File: src/rtl/issue_queue_bank_pkg.sv
// Shared widths, the op2 operand kind and the dispatch/issue entry layout
// used by the issue-queue banks.
package issue_queue_bank_pkg;

    localparam int PHYS_REGS_ADDR_WIDTH = 6;
    localparam int ROB_ADDR_WIDTH       = 5;
    localparam int ALU_CMD_WIDTH        = 4;
    localparam int ISQ_BANK_DEPTH       = 8;
    localparam int ISQ_WB_WIDTH         = 2;

    // REG: op2 holds a physical register tag; IMM: op2 is a literal value.
    typedef enum logic {
        REG = 1'b0,
        IMM = 1'b1
    } op2_type_t;

    typedef struct packed {
        logic [ALU_CMD_WIDTH-1:0]        alu_cmd;
        logic                            op1_valid;
        logic                            op2_valid;
        logic [PHYS_REGS_ADDR_WIDTH-1:0] op1;
        logic [31:0]                     op2;
        op2_type_t                       op2_type;
        logic [PHYS_REGS_ADDR_WIDTH-1:0] phys_rd;
        logic [ROB_ADDR_WIDTH-1:0]       rob_addr;
        logic [31:0]                     pc;
        logic [31:0]                     instr;
        logic                            is_branch_instr;
    } isq_entry_t;

    // An entry may issue once op1 is ready and op2 is ready or an immediate.
    function automatic logic entry_ready(input isq_entry_t e);
        return e.op1_valid && (e.op2_valid || (e.op2_type == IMM));
    endfunction

endpackage

File: src/rtl/issue_queue_bank_select.sv
// Oldest-ready picker: the queue is age ordered, so the lowest set bit of
// the ready vector is the oldest ready entry.
module issue_queue_bank_select #(
    parameter int DEPTH = 8,
    localparam int IDX_W = $clog2(DEPTH)
) (
    input  logic [DEPTH-1:0] ready,
    output logic [DEPTH-1:0] grant,
    output logic [IDX_W-1:0] idx,
    output logic             any_ready
);

    // Scan from the youngest slot down so the lowest ready index wins.
    always_comb begin
        grant     = '0;
        idx       = '0;
        any_ready = 1'b0;
        for (int i = DEPTH - 1; i >= 0; i--) begin
            if (ready[i]) begin
                grant     = '0;
                grant[i]  = 1'b1;
                idx       = IDX_W'(i);
                any_ready = 1'b1;
            end
        end
    end

endmodule

File: src/rtl/issue_queue_bank.sv
// One issue-queue bank: a compacting, age-ordered buffer of renamed
// ALU/branch uops that wakes on writeback tags and issues the oldest
// ready entry under a valid/ready handshake.
module issue_queue_bank
    import issue_queue_bank_pkg::*;
#(
    parameter int DEPTH    = ISQ_BANK_DEPTH,
    parameter int WB_WIDTH = ISQ_WB_WIDTH,
    localparam int CNT_W   = $clog2(DEPTH) + 1
) (
    input  logic                                           clk,
    input  logic                                           rst,
    input  logic                                           flush,
    input  logic                                           disp_en,
    output logic                                           disp_full,
    input  isq_entry_t                                     disp_entry,
    input  logic [WB_WIDTH-1:0]                            wb_valid,
    input  logic [WB_WIDTH-1:0][PHYS_REGS_ADDR_WIDTH-1:0]  wb_phys_rd,
    output logic                                           issue_valid,
    input  logic                                           issue_ready,
    output isq_entry_t                                     issue_entry,
    output logic [CNT_W-1:0]                               count
);

    localparam int IDX_W = $clog2(DEPTH);

    isq_entry_t       entries_q [DEPTH];
    isq_entry_t       entries_d [DEPTH];
    logic [CNT_W-1:0] count_q;
    logic [CNT_W-1:0] count_d;
    logic [CNT_W-1:0] wr_idx;
    logic [DEPTH-1:0] ready_vec;
    logic [DEPTH-1:0] grant;
    logic [IDX_W-1:0] sel_idx;
    logic             any_ready;
    logic             do_issue;
    logic             do_disp;

    // Set operand-valid bits for any matching writeback tag; p0 never wakes.
    function automatic isq_entry_t wakeup(
        input isq_entry_t                                    e,
        input logic [WB_WIDTH-1:0]                           v,
        input logic [WB_WIDTH-1:0][PHYS_REGS_ADDR_WIDTH-1:0] tags
    );
        isq_entry_t r;
        r = e;
        for (int k = 0; k < WB_WIDTH; k++) begin
            if (v[k] && (tags[k] != '0)) begin
                if (e.op1 == tags[k]) begin
                    r.op1_valid = 1'b1;
                end
                if ((e.op2_type == REG) && (e.op2 == 32'(tags[k]))) begin
                    r.op2_valid = 1'b1;
                end
            end
        end
        return r;
    endfunction

    assign disp_full   = (count_q == CNT_W'(DEPTH));
    assign count       = count_q;
    assign issue_valid = any_ready;
    assign do_issue    = any_ready && issue_ready;
    assign do_disp     = disp_en && !disp_full;
    // After an issue the queue has compacted by one, so the new slot is one lower.
    assign wr_idx      = count_q - CNT_W'(do_issue);
    assign count_d     = count_q + CNT_W'(do_disp) - CNT_W'(do_issue);

    // Readiness uses only registered operand state, so wakeups count next cycle.
    always_comb begin
        ready_vec = '0;
        for (int i = 0; i < DEPTH; i++) begin
            ready_vec[i] = (CNT_W'(i) < count_q) && entry_ready(entries_q[i]);
        end
    end

    issue_queue_bank_select #(
        .DEPTH (DEPTH)
    ) u_select (
        .ready     (ready_vec),
        .grant     (grant),
        .idx       (sel_idx),
        .any_ready (any_ready)
    );

    // One-hot mux of the selected entry; operands are ready by construction.
    always_comb begin
        issue_entry = '0;
        for (int i = 0; i < DEPTH; i++) begin
            if (grant[i]) begin
                issue_entry = entries_q[i];
            end
        end
        issue_entry.op1_valid = 1'b1;
        issue_entry.op2_valid = 1'b1;
    end

    // Next storage: wake every slot, compact above an issued slot, append dispatch.
    always_comb begin
        for (int i = 0; i < DEPTH; i++) begin
            entries_d[i] = wakeup(entries_q[i], wb_valid, wb_phys_rd);
        end
        for (int i = 0; i < DEPTH - 1; i++) begin
            if (do_issue && (IDX_W'(i) >= sel_idx)) begin
                entries_d[i] = wakeup(entries_q[i+1], wb_valid, wb_phys_rd);
            end
        end
        for (int i = 0; i < DEPTH; i++) begin
            if (do_disp && (wr_idx == CNT_W'(i))) begin
                entries_d[i] = wakeup(disp_entry, wb_valid, wb_phys_rd);
            end
        end
    end

    // Occupancy register; reset and flush empty the bank and drop this cycle's traffic.
    always_ff @(posedge clk) begin
        if (rst || flush) begin
            count_q <= '0;
        end else begin
            count_q <= count_d;
        end
    end

    // Entry payload register; slots at or above count are don't-care.
    always_ff @(posedge clk) begin
        entries_q <= entries_d;
    end

    a_no_disp_when_full : assert property (
        @(posedge clk) disable iff (rst || flush) !(disp_en && disp_full));

    a_count_in_range : assert property (
        @(posedge clk) disable iff (rst) (count_q <= CNT_W'(DEPTH)));

    a_no_issue_when_empty : assert property (
        @(posedge clk) disable iff (rst) !(do_issue && (count_q == '0)));

endmodule

File: config.mk
export PLATFORM = sky130hd
export DESIGN_NAME = issue_queue_bank
export DESIGN_NICKNAME = d
export VERILOG_FILES = /design/src/rtl/issue_queue_bank_pkg.sv /design/src/rtl/issue_queue_bank_select.sv /design/src/rtl/issue_queue_bank.sv
export SDC_FILE = /design/constraint.sdc
export NUM_CORES = 2
export LEC_CHECK = 0
export CORE_ASPECT_RATIO = 0.7
export CORE_MARGIN = 1.5
export CORE_UTILIZATION = 25
export DETAILED_ROUTE_END_ITERATION = 7
export PLACE_DENSITY = 0.38
export SETUP_SLACK_MARGIN = 0.02
export SYNTH_ARGS = -nofsm -noshare
export SYNTH_HDL_FRONTEND = slang
export SYNTH_SLANG_ARGS = --single-unit
File: constraint.sdc
create_clock -name clk -period 18.7 [get_ports clk]
set_clock_uncertainty 0.1 [all_clocks]
set_input_delay 5.61 -clock clk [delete_from_list [all_inputs] [get_ports clk]]
set_output_delay 5.61 -clock clk [all_outputs]
set_load 0.02 [all_outputs]
==> flow_summary_export.csv <==
group,metric,value,unit
layout,layout_commonest_cell,"nand2_1",
floorplanning,ios,267,
detailed_routing,ant_nets,0,
detailed_routing,num_vias,40200,
clock_tree,root_buffer,"clkbuf_16",
global_route,antenna_found_initial,13,
layout,fin_nets,5157,
pwr,clock_power_share,17.1,%
clock_tree,htree_levels,3,
pwr,leakagePower,18.4,nW
synth,seq_area_frac_synth,57.5,%
pwr,seqPwrFrac,38.4,%
clock_tree,clkSinkCount,972,
timing,maxSlewHeadroom,13.1,%
worst_setup_path,r2r_slack,11.46,ns
synth,synth_edf_count,952,
synth,synth_seq_cells,972,
placed_design,io_buffers,264,
timing,setup_tns,0,ns
synth,syn-instance-count,4988,
global_route,grtUsageTotal,20.8,%
clock_tree,post_cts_buffers,0,
worst_setup_path,crit_chain,"inv_1 -> ha_1 -> a21oi_4 -> buf_12 -> or4_1 -> nor2b_4 -> buf_4 -> buf_4 -> a221oi_1 -> o21ai_0 -> clkdlybuf4s50_1",
floorplanning,core-area,0.200,mm^2
detailed_routing,vias_per_cell,5.19,
timing,maxSlewViolCount,0,
global_route,use_met2,31.7,%
global_route,met1_usage,30.9,%
clock_tree,ctsHoldBuffers,0,
layout,area_growth,16.6,%
floorplanning,start_util,25.2,%
worst_setup_path,r2r-end,"entries_q[665]",
placed_design,place_area,0.0553,mm^2
global_route,grt_pass1_vias,39800,
synth,synthArstFlopShare,0,%
synth,synth_area_leaders,"edfxtp_1, nand2_1, o21ai_0",
global_route,grt_pass1_wl,310000,um
synth,synth_top_area_cell,"edfxtp_1",
floorplanning,dieArea,0.204,mm^2
clock_tree,cts_tree,"done",
placed_design,place_ws,7.18,ns
clock_tree,clock_path_buffers,3,
timing,fin_crit,12.37,ns
worst_setup_path,reg2reg_from,"count[2]",
synth,synth_cell_types,69,
worst_setup_path,crit_fanout,165,
pwr,power_frac_comb,44.6,%
worst_setup_path,endpoint_kind,"output pin",
worst_setup_path,crit_top_cell,"buf_4",
worst_setup_path,critPathSlowestCell,"buf_4",
global_route,use_met3,3.01,%
detailed_routing,wl_per_cell,27.9,um
layout,drive_gt1_share,5.84,%
worst_setup_path,critPathMaxStageDelay,1.04,ns
pwr,peakVddDrop,0.164,mV
global_route,grt_max_degree,166,
worst_setup_path,rr_worst_depth,16,
floorplanning,die_w,540,um
pwr,swShare,45.8,%
placed_design,dpl.hpwl,127000,um
floorplanning,rows,137,
worst_setup_path,crit_path_start,"count[2]",
placed_design,gp_congestion,0.782,
layout,mostFrequentLayoutCells,"nand2_1, edfxtp_1, o21ai_0",
layout,ff_latch_area,0.0290,mm^2
job,max-cap-violations,0,
worst_setup_path,required,12.99,ns
synth,synth_top_area_share,56.7,%
timing,rsz0062_at_grt,"no",
worst_setup_path,critPathBufInv,5,
worst_setup_path,cp.arrival,6.66,ns
worst_setup_path,endpoint,"issue_entry[49]",
clock_tree,clk_pin_slew,0.06,ns
pwr,p_total,12.9,mW
clock_tree,clk_latency,0.77,ns
detailed_routing,routed_wl,216000,um
clock_tree,cts_resized,0,
floorplanning,fp.dieH,379,um
layout,final_core_util,29.4,%
detailed_routing,drt-initial-drc-count,4122,
outcome,outcome,"finished, final reports clean",
worst_setup_path,cpLargestDelayFamily,"buffers and inverters",
timing,setup_viol,0,
worst_setup_path,crit_type,"reg2out",
synth,synth_warnings,0,
layout,multi_input_area,0.0196,mm^2
worst_hold_path,min_path_type,"reg2reg",
global_route,grt_overflow,0,
detailed_routing,firstDrtPassIters,6,
timing,worst_slew_pin_slew,1.30,ns
synth,synthFlopType,"edfxtp_1",
pwr,power_density,219,mW/mm^2
worst_setup_path,startpoint_type,"flip-flop",
worst_setup_path,worst-path-stages,11,
layout,fillers,20700,
synth,synth_area_per_cell,10.1,um^2
timing,hold_viol_final,0,
pwr,internal_power,6.98,mW
synth,syn-cell-area,0.0504,mm^2
pwr,p_sw,5.90,mW
clock_tree,cts_buffers,112,
timing,period_share,66.1,%
timing,fin_ws,6.33,ns
detailed_routing,drc_errors,0,
layout,finish.instance_area,0.0588,mm^2
timing,max_freq,80.8,MHz
global_route,top_usage_layer,"met2",
==> layout make-up <==
cell class	count	area share (%)
timing repair buffer	354	5.75
clock inverter	54	0.779
sequential	972	49.3
multi-input combinational	3558	33.3
inverter	7	0.0447
antenna	3	0.0128
tap	2641	5.62
clock buffer	154	5.16
==> how the worst min path moves through the flow <==
stage | start | to | slack (ns) | cells after the start
final | entries_q[374] | entries_q[495] | 0.47 | 1
after global routing | entries_q[391] | entries_q[512] | 0.48 | 1
after CTS | entries_q[482] | entries_q[603] | 0.46 | 1
after detailed placement | entries_q[482] | entries_q[603] | 0.45 | 1
after global placement | entries_q[411] | entries_q[532] | 0.45 | 1
after floorplan | entries_q[411] | entries_q[532] | 0.44 | 1
==> cell usage after synthesis, types with 53 or more instances <==
cell      instances
nor2_1           62
xor2_1           83
nor4_1           67
a22oi_1         223
edfxtp_1        952
mux2i_1         113
o21ai_1          53
buf_2           116
nand2_1        1459
a221oi_1        116
xnor2_1         137
clkbuf_1        279
o21ai_0         897
a22o_1          122
==> power by group through the flow <==
stage / combinational, mW / sequential, mW / clock (mW)
6_report: 5.74 / 4.94 / 2.20
3_3_place_gp: 5.78 / 4.99 / 0
3_5_place_dp: 5.81 / 4.96 / 0
4_1_cts: 5.82 / 4.94 / 2.26
2_1_floorplan: 3.27 / 4.86 / 0
5_1_grt: 6.24 / 5.07 / 2.33
==> routing by layer <==
layer,up-vias,part of all wire [%]
met5,-,0.0060
met4,2,1.9
met2,1414,44
met3,196,5.9
met1,20300,49
li1,18200,-
==> registers in the layout, indices dropped and copies added (netlist names) <==
register,count
entries_q,968
count,4
==> cells by family (layout without fill, tap and decap cells) <==
kind of cell,Yosys count,count (layout),synth area share [%]
AOI/OAI and AO/OA,1495,1495,18.2
and+or+nand+nor,1712,1712,13.8
muxes,117,117,2.33
other,1,5,0.00744
buffers and inverters,459,569,4.06
DFF,972,972,57.5
adders and majority gates,12,12,0.313
xor gates and xnor gates,220,220,3.82
==> metrics by stage <==
stage	cells	hold slack [ns]
floorplan	4989	0.438
global placement	7532	0.445
detailed placement	7532	0.451
CTS	7740	0.464
global route	7742	0.485
finish	7743	0.465
No activity file was read; power rests on OpenSTA's default activity.
